--- src/rtl/ctrl_word_tracer_if.sv ---
// Debug read port of the control-word tracer: FIFO head, handshake and occupancy.
interface ctrl_word_tracer_if #(
  parameter int W     = 39,
  parameter int DEPTH = 8
);
  localparam int LW = $clog2(DEPTH) + 1;

  logic [W+7:0]  rd_data;
  logic          rd_valid;
  logic          rd_ready;
  logic [LW-1:0] level;

  // Tracer side drives the head entry and occupancy; the host drives ready.
  modport master (output rd_data, output rd_valid, output level, input rd_ready);
  modport slave  (input rd_data, input rd_valid, input level, output rd_ready);
endinterface

--- src/rtl/ctrl_word_tracer.sv ---
// Observation stage for the bcomp control word: logs each change of the word with
// the cycle distance to the previous change in a small FIFO, and folds every
// sampled word into a 16-bit MISR signature.
module ctrl_word_tracer #(
  parameter int          W        = 39,
  parameter int          DEPTH    = 8,
  parameter logic [15:0] SIG_SEED = 16'hFFFF,
  parameter logic [15:0] POLY     = 16'h1021
) (
  input  logic               clk,
  input  logic               rst,
  input  logic               clear,
  input  logic               en,
  input  logic [W-1:0]       cw_in,
  ctrl_word_tracer_if.master rd,
  output logic               overflow,
  output logic [15:0]        sig
);
  localparam int AW = $clog2(DEPTH);
  localparam int LW = AW + 1;

  // One MISR step: shift with polynomial feedback, then XOR in the word folded to 16 bits.
  function automatic logic [15:0] misr_next(input logic [15:0] s, input logic [W-1:0] w);
    logic [47:0] f;
    logic [15:0] fold;
    f    = 48'(w);
    fold = f[15:0] ^ f[31:16] ^ f[47:32];
    return ({s[14:0], 1'b0} ^ (s[15] ? POLY : 16'h0)) ^ fold;
  endfunction

  // Saturating increment of the 8-bit delta counter.
  function automatic logic [7:0] sat_inc(input logic [7:0] c);
    return (c == 8'hFF) ? c : c + 8'd1;
  endfunction

  logic [W+7:0]  mem [DEPTH];
  logic [AW-1:0] wr_ptr;
  logic [AW-1:0] rd_ptr;
  logic [LW-1:0] level_q;
  logic          have_last;
  logic [W-1:0]  last_word;
  logic [7:0]    cnt;

  logic sample;
  logic capture;
  logic full;
  logic pop;
  logic push;
  logic drop;

  // clear wins over both the sample and a host pop in the same cycle.
  assign sample  = en && !clear;
  assign capture = sample && (!have_last || (cw_in != last_word));
  assign full    = (level_q == LW'(DEPTH));
  assign pop     = (level_q != '0) && rd.rd_ready && !clear;
  // A full FIFO still accepts the push when the host frees the head slot this cycle.
  assign push    = capture && (!full || pop);
  assign drop    = capture && full && !pop;

  assign rd.rd_valid = (level_q != '0);
  assign rd.rd_data  = rd.rd_valid ? mem[rd_ptr] : '0;
  assign rd.level    = level_q;

  // FIFO pointers, occupancy and the sticky overflow flag.
  always_ff @(posedge clk or posedge rst) begin
    if (rst) begin
      wr_ptr   <= '0;
      rd_ptr   <= '0;
      level_q  <= '0;
      overflow <= 1'b0;
    end else if (clear) begin
      wr_ptr   <= '0;
      rd_ptr   <= '0;
      level_q  <= '0;
      overflow <= 1'b0;
    end else begin
      if (push) wr_ptr <= wr_ptr + AW'(1);
      if (pop)  rd_ptr <= rd_ptr + AW'(1);
      if (push && !pop)      level_q <= level_q + LW'(1);
      else if (!push && pop) level_q <= level_q - LW'(1);
      if (drop) overflow <= 1'b1;
    end
  end

  // Change-detection history and cycles-since-last-change counter.
  always_ff @(posedge clk or posedge rst) begin
    if (rst) begin
      have_last <= 1'b0;
      last_word <= '0;
      cnt       <= 8'd0;
    end else if (clear) begin
      have_last <= 1'b0;
      cnt       <= 8'd0;
    end else if (sample) begin
      have_last <= 1'b1;
      last_word <= cw_in;
      cnt       <= capture ? 8'd1 : sat_inc(cnt);
    end
  end

  // Signature accumulates every enabled sample, captured or not.
  always_ff @(posedge clk or posedge rst) begin
    if (rst) begin
      sig <= SIG_SEED;
    end else if (clear) begin
      sig <= SIG_SEED;
    end else if (sample) begin
      sig <= misr_next(sig, cw_in);
    end
  end

  // Entry storage; contents need no reset since an empty FIFO reads as zero.
  always_ff @(posedge clk) begin
    if (push) mem[wr_ptr] <= {cnt, cw_in};
  end
endmodule

--- src/flat_wrapper.sv ---
// flat-port wrapper written by rule: the top's interface ports become plain ports
module ctrl_word_tracer_flat 
#(
  parameter int          W        = 39,
  parameter int          DEPTH    = 8,
  parameter logic [15:0] SIG_SEED = 16'hFFFF,
  parameter logic [15:0] POLY     = 16'h1021
)
  (clk, rst, clear, en, cw_in, overflow, sig, rd_rd_data, rd_rd_valid, rd_level, rd_rd_ready);
  ctrl_word_tracer_if #(.W(W), .DEPTH(DEPTH)) rd_i ();
  input  logic clk;
  input  logic rst;
  input  logic clear;
  input  logic en;
  input  logic [W-1:0] cw_in;
  output logic overflow;
  output logic [15:0] sig;
  output wire logic [$bits(rd_i.rd_data)-1:0] rd_rd_data;
  output wire logic [$bits(rd_i.rd_valid)-1:0] rd_rd_valid;
  output wire logic [$bits(rd_i.level)-1:0] rd_level;
  input wire logic [$bits(rd_i.rd_ready)-1:0] rd_rd_ready;
  assign rd_rd_data = rd_i.rd_data;
  assign rd_rd_valid = rd_i.rd_valid;
  assign rd_level = rd_i.level;
  assign rd_i.rd_ready = rd_rd_ready;
  ctrl_word_tracer #(.W(W), .DEPTH(DEPTH), .SIG_SEED(SIG_SEED), .POLY(POLY)) u_core (.clk(clk), .rst(rst), .clear(clear), .en(en), .cw_in(cw_in), .rd(rd_i), .overflow(overflow), .sig(sig));
endmodule
--- config.mk ---
export PLATFORM = sky130hd
export DESIGN_NAME = ctrl_word_tracer_flat
export DESIGN_NICKNAME = d
export VERILOG_FILES = /design/src/rtl/ctrl_word_tracer_if.sv /design/src/rtl/ctrl_word_tracer.sv /design/src/flat_wrapper.sv
export SDC_FILE = /design/constraint.sdc
export NUM_CORES = 1
export LEC_CHECK = 0
export ABC_AREA = 1
export CORE_ASPECT_RATIO = 0.9
export CORE_MARGIN = 1
export CORE_UTILIZATION = 24
export CTS_CLUSTER_DIAMETER = 60
export DETAILED_ROUTE_END_ITERATION = 10
export GPL_ROUTABILITY_DRIVEN = 0
export PLACE_DENSITY = 0.42
export SETUP_SLACK_MARGIN = 0.3
export SLEW_MARGIN = 20
export SYNTH_ARGS = -nofsm -noshare
export SYNTH_HDL_FRONTEND = slang
export SYNTH_SLANG_ARGS = --single-unit
--- constraint.sdc ---
create_clock -name clk -period 4.8 [get_ports clk]
set_input_delay 0.72 -clock clk [delete_from_list [all_inputs] [get_ports clk]]
set_output_delay 0.72 -clock clk [all_outputs]
set_load 0.02 [all_outputs]
Yosys cells after proc, flatten, opt, wreduce, memory -nomap -nowiden
Memory sizes are Yosys's and may differ from the RTL's.
Cells that the tools add are included.
{"block": "word_totals", "regBits": 75, "ram_bits": 376, "input_bits": 44, "output_inout_bits": 69, "wordCells": 68, "mem_count": 1}
{"memory": "u_core.mem", "words": 8, "width": 47, "read_ports": 1, "rd_clocked_by_memory_dff": 0, "wr": 1, "line": "ctrl_word_tracer.sv:36", "rtl": "logic [W+7:0] mem [DEPTH];"}
{"block": "classes", "n_addsub": 5, "n_eq_ne": 4, "mux": 21, "bitwise": 5, "n_reduce_logical": 24}
{"op": "16-bit bitwise XOR", "count": 3}
{"op": "47-bit two-way mux", "count": 1}
{"op": "39-bit inequality test", "count": 1}
{"op": "16-bit two-way mux", "count": 2}
{"op": "8-bit two-way mux", "count": 4}
{"op": "16-bit by 7-bit bitwise XOR with 16-bit output", "count": 1}
{"op": "13-bit two-way mux", "count": 1}
{"op": "3-bit two-way mux", "count": 4}
{"op": "4-bit two-way mux", "count": 3}
{"op": "1-bit logical AND", "count": 9}
{"op": "8-bit by 1-bit adder with 8-bit output (second input constant)", "count": 1}
{"op": "8-bit == test (second input constant)", "count": 1}
{"op": "2-bit nonzero test", "count": 4}
{"op": "3-bit by 1-bit adder with 3-bit output (second input constant)", "count": 2}
{"op": "1-bit two-way mux", "count": 6}
{"op": "1-bit logical NOT", "count": 5}
{"op": "4-bit by 1-bit adder with 4-bit output (second input constant)", "count": 1}
{"op": "4-bit == test (second input constant)", "count": 1}
{"op": "2-bit AND reduction", "count": 2}
{"op": "4-bit nonzero test", "count": 1}
{"op": "4-bit by 1-bit subtractor with 4-bit output (second input constant)", "count": 1}
{"op": "3-bit by 2-bit inequality test with 1-bit output (second input constant)", "count": 1}
{"op": "3-bit nonzero test", "count": 1}
{"op": "1-bit logical OR", "count": 2}
{"op": "1-bit NOT", "count": 1}

Logic depth before layout (Yosys ltp)
{"block": "logic_depth", "ltp_word": 10, "depth_mapped": 19, "ltp_nobuf": 19}

Worst setup path before layout
Ideal clock, no wire load.
{"block": "synth_path", "kind": "input-to-reg", "start": "input port cw_in[0]", "end": "memory u_core.mem[0][0] (netlist bit), enable pin", "setup_time_ns": 0.452, "arrival_time_ns": 3.523, "t_required_ns": 4.348, "path_slack_ns": 0.825, "path_stages": 12, "path_buffers": 0, "path_cell_list": "inv_1 > o21ai_0 > nor2_1 > nand2_1 > nor2_1 > nand2_1 > nor2_1 > nor2_4 > nand2_2 > inv_2 > nand2_1 > nor2_1"}
{"block": "synth_between", "elab_chain_cells": 6}
{"element": "start: declaration", "line": "flat_wrapper.sv:15", "rtl": "input logic [W-1:0] cw_in;"}
{"element": "39-bit inequality test", "line": "ctrl_word_tracer.sv:53", "rtl": "assign capture = sample && (!have_last || (cw_in != last_word));"}
{"element": "1-bit logical OR", "line": "ctrl_word_tracer.sv:53"}
{"element": "1-bit logical AND", "line": "ctrl_word_tracer.sv:53"}
{"element": "1-bit logical AND", "line": "ctrl_word_tracer.sv:57", "rtl": "assign push = capture && (!full || pop);"}
{"element": "1-bit two-way mux", "line": "ctrl_word_tracer.sv:114", "rtl": "if (push) mem[wr_ptr] <= {cnt, cw_in};"}
{"element": "1-bit two-way mux (implied by the code)", "line": "ctrl_word_tracer.sv:114"}
{"element": "end: declaration", "line": "ctrl_word_tracer.sv:36"}
Every way passes these cells.

Worst setup path after layout
{"block": "layout_path", "start": "register u_core.rd_ptr[0]", "end": "output port rd_rd_data[19]"}
{"block": "layout_between", "elab_chain_cells": 2}
{"element": "start: declaration", "line": "ctrl_word_tracer.sv:38", "rtl": "logic [AW-1:0] rd_ptr;"}
{"element": "start signal: assignment", "line": "ctrl_word_tracer.sv:78", "rtl": "if (pop) rd_ptr <= rd_ptr + AW'(1);"}
{"element": "memory 8 x 47 bit"}
{"element": "47-bit two-way mux", "line": "ctrl_word_tracer.sv:61", "rtl": "assign rd.rd_data = rd.rd_valid ? mem[rd_ptr] : '0;"}
{"element": "end: declaration", "line": "flat_wrapper.sv:18", "rtl": "output wire logic [$bits(rd_i.rd_data)-1:0] rd_rd_data;"}
Every way passes these cells.

==> summary.md <==
| Metric | Value |
|---|---|
| N_diodes | `0` |
| Post-Syn Instances | `1,680` |
| Fin util | `0.2959` |
| Sink Count | `451` |
| Vias in the first global route | `about 13k` |
| Die width | `298.3 um` |
| Total grt overflow | `0` |
| Routed len/inst | `19.79 um` |
| Comb pwr share | `0.284` |
| Peak supply drop | `254.1 uV` |
| Switch Pwr | `3.739 mW` |
| Max-slew violation count | `0` |
| Final Hold Slack | `0.4902 ns` |
| Top Layer Used | `met4` |
| Initial core utilization | `0.2431` |
| Sw frac | `0.3300` |
| Worst-path fanout max | `~130` |
| Clk root buf | `clkbuf_16` |
| CP endpoint kind | `output pin` |
| Metal3 WL | `3.049 mm` |
| Setup_tns | `0 ns` |
| Critical Path AT | `3.41 ns` |
| Status | `complete, no violations` |
| Wire length on met1 | `27.29 mm` |
| List of most frequent post-synthesis cells | `edfxtp_1, nor2_1, o21ai_0, nand2_1, inv_1` |
| Die area | `between 80,000 and 90,000 um^2` |
| Share of cells above drive strength 1 | `0.1117` |
| H-tree depth | `2` |
| Power Density | `490.7 nW/um^2` |
| Post-CTS Hold Fix Bufs | `0` |
| Req. time, crit path | `4.08 ns` |
| Bufs on Longest Clock Path | `3` |
| Post-synthesis instance area | `18,970 um^2` |
| DRC Markers | `0` |
| DIE HEIGHT | `between 200 and 300 um` |
| Hold Path Sink | `u_core.last_word[22]` |
| Met2 WL post-DR | `25.76 mm` |
| Clk pwr share | `0.308` |
| Largest family of logic cells by synthesized area | `compound AO/OA/AOI/OAI gates` |
| RR Endpoint | `u_core.mem[0][46]` |
| Fmax | `between 200 and 250 MHz` |
| DRT antenna net count | `0` |
| Avg Vias per Cell | `4.399` |
| Worst-Margin Slew | `0.8635 ns` |
| Compound-Gate Fraction of Synth Area | `0.1184` |
| DR iter-0 viols | `813` |
| CP startpoint kind | `register` |
| Syn avg cell area | `~11 um^2` |
| Num rows | `97` |
| 1st-pass router iterations | `5` |
| Final HPWL DP | `34.72 mm` |
| Reg2Reg Launch Point | `u_core.rd.level[0]` |
| Number of synthesized flops with an enable pin | `about 380` |
| Asr flop ratio synth | `0.1663` |
| Reg power frac | `0.407` |
| Crit path time final | `4.130 ns` |
| First-pass GRT wire length | `84.71 mm` |
| Most frequent cell after synthesis | `edfxtp_1` |
| Total Wirelength | `57.23 mm` |
| Hold Path Class | `register to register` |
| Synth Register Bits | `about 450` |
| Netlist cell types | `40` |
| Worst-Skew Late Latency | `0.58 ns` |
| Lkg Pwr | `8.171 nW` |
| Yosys top cell area share | `0.5952` |
| Top FF cell, synth | `edfxtp_1` |
| Flop2flop setup slack | `1.57 ns` |
| FF/Latch Area | `between 10,000 and 15,000 um^2` |
| Port buffer count | `112` |
| GRT Total Usage | `0.1414` |
| Mux cell area share after synthesis | `0` |
| Worst-case reg-to-reg path depth | `11` |
| Via count | `12.72k` |
| I/O pin count | `113` |
| Cts bufs inserted | `49` |
| Initial antenna violation count | `1` |
| Final Hold Fails | `0` |
| Fill cell count | `7,998` |
| Nets@finish | `1,863` |
| Final setup viols | `0` |
| Syn nets | `between 1.5k and 2k` |
| Synth top area cells | `edfxtp_1, dfrtp_1, o21ai_0` |
| Synth Area in Simple Gates | `0.1167` |
| RSZ-0062 raised after global routing | `no` |
| Fin crit share | `0.8605` |
| Post-Synth XOR/XNOR Area | `0.02170` |
| Synth area leader | `edfxtp_1` |
| Hold path start | `u_core.last_word[22]` |
| Synthesized-area fraction occupied by adder cells | `0.004353` |
| Critical path class | `register to output pin` |
| CTS tree | `built` |
| Area grow syn2layout | `21.72%` |
| Core area | `78,040 um^2` |
| Combined area of the multi-input logic cells | `roughly 5000 um^2` |
| Max-slew headroom | `0.4244` |
| Hold depth | `2` |
| Register clock-pin slew on the reported worst setup and hold paths | `0.06 ns` |
| Largest net degree at the start of global routing | `128` |
| Setup ws final | `0.6695 ns` |
| Max Cap Viol | `0` |
| Clock Skew | `0.02144 ns` |
| Internal | `7.590 mW` |
| Post-synthesis sequential area ratio | `0.6952` |
| Worst slack, placed | `0.8554 ns` |
| Synth warn | `0` |
==> logic make-up (layout without fill, tap and decap cells) <==
kind of cell             Yosys count  count (layout)
AND/OR/NAND/NOR                  553             553
buffers and inverters            208             381
AO/OA/AOI/OAI                    415             415
flip-flops                       451             451
adder cells (fa/ha/maj)            6               6
XOR/XNOR                          47              47
==> layout make-up <==
class / count / area share
Clock inverter: 16 / 0.003522
Clock buffer: 75 / 0.05950
Sequential cell: 451 / 0.5715
Inverter: 119 / 0.01962
Tap cell: 1039 / 0.05630
Timing Repair Buffer: 171 / 0.07240
Multi-Input combinational cell: 1021 / 0.2172
==> critical path, stage by stage (launching register included) <==
cell	delay (ns)
dfrtp_4	0.72
inv_4	0.17
buf_12	0.37
o21ai_0	0.16
o22ai_1	0.18
o21ai_0	0.11
a31oi_1	0.27
clkdlybuf4s50_1	0.66
==> stage by stage <==
stage               cells  cell area (um^2)  power [mW]
floorplan            1680             18970       6.413
global placement     2800             21610       7.929
detailed placement   2800             21610       7.951
CTS                  2891             23060       11.50
global route         2892             23090       11.92
finish               2892             23090       11.33
==> sequential cells by signal (all words and copies together) (netlist names) <==
signal,count
u_core.sig,16
u_core.overflow,1
u_core.last_word,39
u_core.have_last,1
u_core.rd_ptr,3
u_core.rd.level,4
u_core.wr_ptr,3
u_core.mem,376
u_core.cnt,8
==> power by group through the flow <==
stage / clock, mW / combinational [mW] / sequential (mW)
floorplan: 0 / 1.78 / 4.63
global placement: 0 / 3.21 / 4.72
detailed placement: 0 / 3.23 / 4.72
CTS: 3.62 / 3.25 / 4.64
global route: 3.75 / 3.54 / 4.63
finish: 3.49 / 3.22 / 4.61
==> metal layers <==
| layer | vias up | global-route usage |
|---|---|---|
| met4 | 0 | 0.03770 |
| met2 | 301 | 0.2223 |
| met1 | 6231 | 0.1994 |
| li1 | 6119 | - |
| met3 | 70 | 0.02619 |
| met5 | - | 0 |
==> how the worst max path moves through the flow <==
stage,slack [ns],to,depth (start not counted),from
global placement,0.92,u_core.mem[0][15],14,cw_in[21]
CTS,0.44,rd_rd_data[24],7,u_core.rd_ptr[0]
global route,0.48,rd_rd_data[24],7,u_core.rd_ptr[0]
detailed placement,0.86,u_core.mem[0][13],14,cw_in[36]
finish,0.67,rd_rd_data[19],7,u_core.rd_ptr[0]
floorplan,0.82,u_core.mem[0][0],12,cw_in[0]
==> placed cells by master, fill, tap and decap left out, types with 19 or more instances in the layout <==
cell and count:
o22ai_1 58, nand2_1 179, o21ai_1 28, xor2_1 28, clkbuf_1 21, o21ai_0 264, clkdlybuf4s50_1 112, dfrtp_1 57
nor2_1 326, buf_4 51, inv_2 27, clkbuf_16 49, a31oi_1 48, edfxtp_1 376, inv_1 87, xnor2_1 19
==> what timing repair did <==
item                                    in CTS  in global routing
gates resized for setup                      0                  0
endpoints found under the setup margin       0                  4
setup buffers                                0                  1
Power figures use the tool's default switching activity.
